`config.mk`:
```
export PLATFORM = sky130hd
export DESIGN_NAME = wgt_loader
export DESIGN_NICKNAME = d
export VERILOG_FILES = /design/src/rtl/wgt_loader.sv
export SDC_FILE = /design/constraint.sdc
export NUM_CORES = 1
export LEC_CHECK = 0
export CORE_AREA = 2 2 67 69
export CTS_BUF_LIST = sky130_fd_sc_hd__clkbuf_4 sky130_fd_sc_hd__clkbuf_8
export DETAILED_ROUTE_END_ITERATION = 10
export DIE_AREA = 0 0 69 71
export PLACE_DENSITY = 0.77
export RECOVER_POWER = 25
export SLEW_MARGIN = 20
export SYNTH_ARGS = -nofsm -noshare
export SYNTH_HDL_FRONTEND = slang
export SYNTH_SLANG_ARGS = --single-unit
```
`constraint.sdc`:
```
create_clock -name clk -period 2.2 [get_ports clk]
set_input_delay 0.22 -clock clk [delete_from_list [all_inputs] [get_ports clk]]
set_output_delay 0.22 -clock clk [all_outputs]
set_load 0.02 [all_outputs]
```
`src/rtl/wgt_loader.sv`:
```
// Weight loader: streams TAPS-weight groups from memory into a shift buffer
// and holds each group until the consumer acknowledges it.
module wgt_loader #(
  parameter int ADDR_W = 10,
  parameter int TAPS   = 4,
  parameter int GRP_W  = 8
) (
  input  logic              clk,
  input  logic              rst,
  input  logic              start,
  input  logic [ADDR_W-1:0] base_addr,
  input  logic [GRP_W-1:0]  num_grp,
  output logic              mem_rd_en,
  output logic [ADDR_W-1:0] mem_addr,
  input  logic signed [7:0] mem_rdata,
  output logic              wgt_read,
  output logic signed [7:0] wgt_input,
  output logic              grp_valid,
  input  logic              grp_ack,
  output logic              busy,
  output logic              done
);

  localparam int CW = (TAPS > 1) ? $clog2(TAPS) : 1;

  localparam logic [2:0] IDLE  = 3'd0;
  localparam logic [2:0] FETCH = 3'd1;
  localparam logic [2:0] DRAIN = 3'd2;
  localparam logic [2:0] HOLD  = 3'd3;
  localparam logic [2:0] FIN   = 3'd4;

  logic [2:0]        state;
  logic [ADDR_W-1:0] cur;
  logic [GRP_W-1:0]  rem;
  logic [CW-1:0]     cnt;
  logic              rd_q;

  always_ff @(posedge clk) begin
    if (rst) begin
      state <= IDLE;
      cur   <= '0;
      rem   <= '0;
      cnt   <= '0;
      rd_q  <= 1'b0;
    end else begin
      // memory data returns one cycle after the strobe
      rd_q <= (state == FETCH);
      unique case (state)
        IDLE: begin
          if (start) begin
            if (num_grp != '0) begin
              cur   <= base_addr;
              rem   <= num_grp;
              cnt   <= '0;
              state <= FETCH;
            end else begin
              state <= FIN;
            end
          end
        end
        FETCH: begin
          if (cnt == CW'(TAPS - 1)) begin
            cnt   <= '0;
            state <= DRAIN;
          end else begin
            cnt <= cnt + CW'(1);
          end
        end
        DRAIN: state <= HOLD;
        HOLD: begin
          if (grp_ack) begin
            if (rem > GRP_W'(1)) begin
              rem   <= rem - GRP_W'(1);
              cur   <= cur + ADDR_W'(TAPS);
              state <= FETCH;
            end else begin
              state <= FIN;
            end
          end
        end
        FIN: state <= IDLE;
        default: state <= IDLE;
      endcase
    end
  end

  assign mem_rd_en = (state == FETCH);
  assign mem_addr  = mem_rd_en ? cur + ADDR_W'(cnt) : '0;
  assign wgt_read  = rd_q;
  assign wgt_input = rd_q ? mem_rdata : 8'sd0;
  assign grp_valid = (state == HOLD);
  assign busy      = (state != IDLE);
  assign done      = (state == FIN);

endmodule

```
==> results.tsv <==
metric	value	unit
Final #Nets	321	
Critical Path End Type	flop	
die height	71	um
worst slew pin tran	0.553	ns
Crit path required time	2.36	ns
reg-to-reg slack, setup	0.15	ns
synth unique cells	52	
max_cap viols	0	
post-synth top area share	0.252	
count leader, synth	dfxtp_1	
final setup fails	0	
number of synthesized register bits	24	
Critical-path top delay cell	dlygate4sd3_1	
largest net degree at the start of global routing	31	
Crit path largest cell delay	0.55	ns
top cells by area, synth	dfxtp_1, ha_1, nor2_1	
PortBufs	52	
VDD IR-drop max	0.228	mV
Cell Chain, Critical Path	dlygate4sd3_1 -> or4_4 -> nor3_1 -> or3_1 -> buf_12 -> mux2_2	
CTS tree	yes	
I/O Pins	53	
Placed Instances	331	
GPL Wtd Cong	0.834	
die width	69	um
routed length per instance	13.5	um
GR Overflow Total	0	
Detail Placement HPWL	3420	um
clock buffer depth	2	
DRC viols	0	
yosys warns	0	
Vias/cell	5.49	
RSZ-0062 raised after global routing	true	
Clock transition at path regs	0.09	ns
Starting Density	0.454	
Pins Over Slew Limit	0	
number of synthesized flops with an enable pin	0	
fin crit share	0.978	
ys flop type	dfxtp_1	
Hold Vio Cnt, Final	0	
Post-synth ARST share	0	
Num CTS Buffers	3	
vias in the first global route	1698	
Core ar.	4200	um^2
antenna viol nets, final	0	
P&R area growth vs syn	36.1	%
TritonCTS Sinks	24	
Max Freq	0.465	GHz
sequential share of the synthesized area	0.252	
Synth top cells by count	dfxtp_1, nor2_1, nor3_1	
crit start category	input pin	
delay-heaviest family, CP	simple AND/OR/NAND/NOR gates	
Post-Syn Nets	260	
# H-tree levels	1	
fraction of layout cells with a size suffix above 1	0.141	
# diodes	0	
PwrDens	439	nW/um^2
mapped cell area	1910	um^2
drt total wl	4530	um
leakage power	1.16	nW
Slew HR	0.627	
WP buf/inv	2	
Root Buffer	clkbuf_8	
syn_area_per_cell	8.55	um^2
gr usage total	0.189	
FP Rows	24	
later-pin clock latency in the skew report	0.27	ns
fin crit period	2.15	ns
initial drt markers	80	
Clock Skew	0.00163	ns
Hold/Removal Path Class	reg -> reg	
synthesized netlist cell count	223	
Yosys top cell by area	dfxtp_1	
crit path DAT	2.32	ns
routed vias	1840	
final std cells w/o fill	335	
total power	1.14	mW
DIE AREA	4900	um^2
initial antenna violation count	0	
critical path class	in -> reg	
Pre-antenna DRT Iters	4	
outcome	completed	
setup bufs post-CTS	0	
global-route wire length before repair	7700	um
Worst Path Max Fanout	14	
==> through the flow <==
step | setup slack (ns) | hold WS, ns | utilization | instance area [um^2] | TNS [ns]
after floorplan | 0.177 | 0.364 | - | 1910 | 0
after global placement | 0.0170 | 0.484 | 0.607 | 2550 | 0
after detailed placement | -0.0129 | 0.498 | 0.607 | 2550 | -0.0679
after CTS | 0.0160 | 0.521 | 0.618 | 2600 | 0
after global routing | -0.00841 | 0.553 | 0.617 | 2590 | -0.00970
final | 0.0485 | 0.513 | 0.617 | 2590 | 0
==> sequential cells by signal, indices dropped and copies added (netlist names) <==
signal	count
wgt_read	1
rem	8
cnt	2
cur	10
state	3
==> area by class of cell <==
cell class / instances / area (um^2)
Inverter: 6 / 22.5
Sequential cell: 24 / 480
Multi-Input combinational cell: 177 / 1290
Clock buffer: 4 / 55.1
Tap cell: 52 / 65.1
Timing Repair Buffer: 72 / 677
Fill cell: 376 / 1610
==> metal layers <==
metal / global-route usage / wire length [um]
met5: 0 / 0
met4: 0.0392 / 31
met3: 0.0328 / 219
met2: 0.339 / 2200
met1: 0.239 / 2080
==> worst register-to-register path: stages (launching register included) <==
cell and delay, ns:
dfxtp_1 0.42, inv_1 0.11, ha_1 0.22, o2111a_1 0.31, or3_1 0.42, buf_12 0.18, mux2_4 0.29
==> cell families (layout without fill, tap and decap cells) <==
kind of cell | after synthesis | after routing | synth area share
compound gates | 41 | 41 | 0.157
xor+xnor | 13 | 13 | 0.0597
fa+ha+maj | 7 | 7 | 0.0499
buf+inv | 22 | 82 | 0.0656
flops | 24 | 24 | 0.252
mux | 16 | 16 | 0.0958
simple gates | 100 | 100 | 0.320
==> power by group <==
group	leakage (nW)	switching, mW	internal [mW]
combinational	0.930	0.152	0.186
clock	0.0288	0.145	0.160
sequential	0.197	0.0333	0.463
==> timing repair <==
action                     in CTS  in global routing
gates resized for setup        10                  3
pin swaps                       0                  0
setup endpoints to repair      10                  5
hold buffers                    0                  0
==> final timing paths <==
| path | cells after the start | endpoint | start |
|---|---|---|---|
| setup / recovery | 6 | rem[7] | num_grp[2] |
| hold / removal | 2 | cur[0] | cur[0] |
| setup reg to reg | 6 | cur[3] | rem[0] |
| hold reg to reg | 2 | cur[0] | cur[0] |
==> placed cells by master (no fill, tap or decap), drive strengths merged, types with 5 or more instances in the layout <==
| cell type | count |
|---|---|
| a211oi | 7 |
| a21oi | 6 |
| and2 | 11 |
| and4 | 8 |
| buf | 20 |
| clkdlybuf4s50 | 33 |
| dfxtp | 24 |
| dlygate4sd2 | 9 |
| dlygate4sd3 | 8 |
| ha | 6 |
| inv | 6 |
| mux2 | 9 |
| mux2i | 7 |
| nand2 | 13 |
| nor2 | 21 |
| nor2b | 9 |
| nor3 | 15 |
| o21ai | 10 |
| xnor2 | 5 |
| xor2 | 8 |
(Power assumes the default switching activity.)
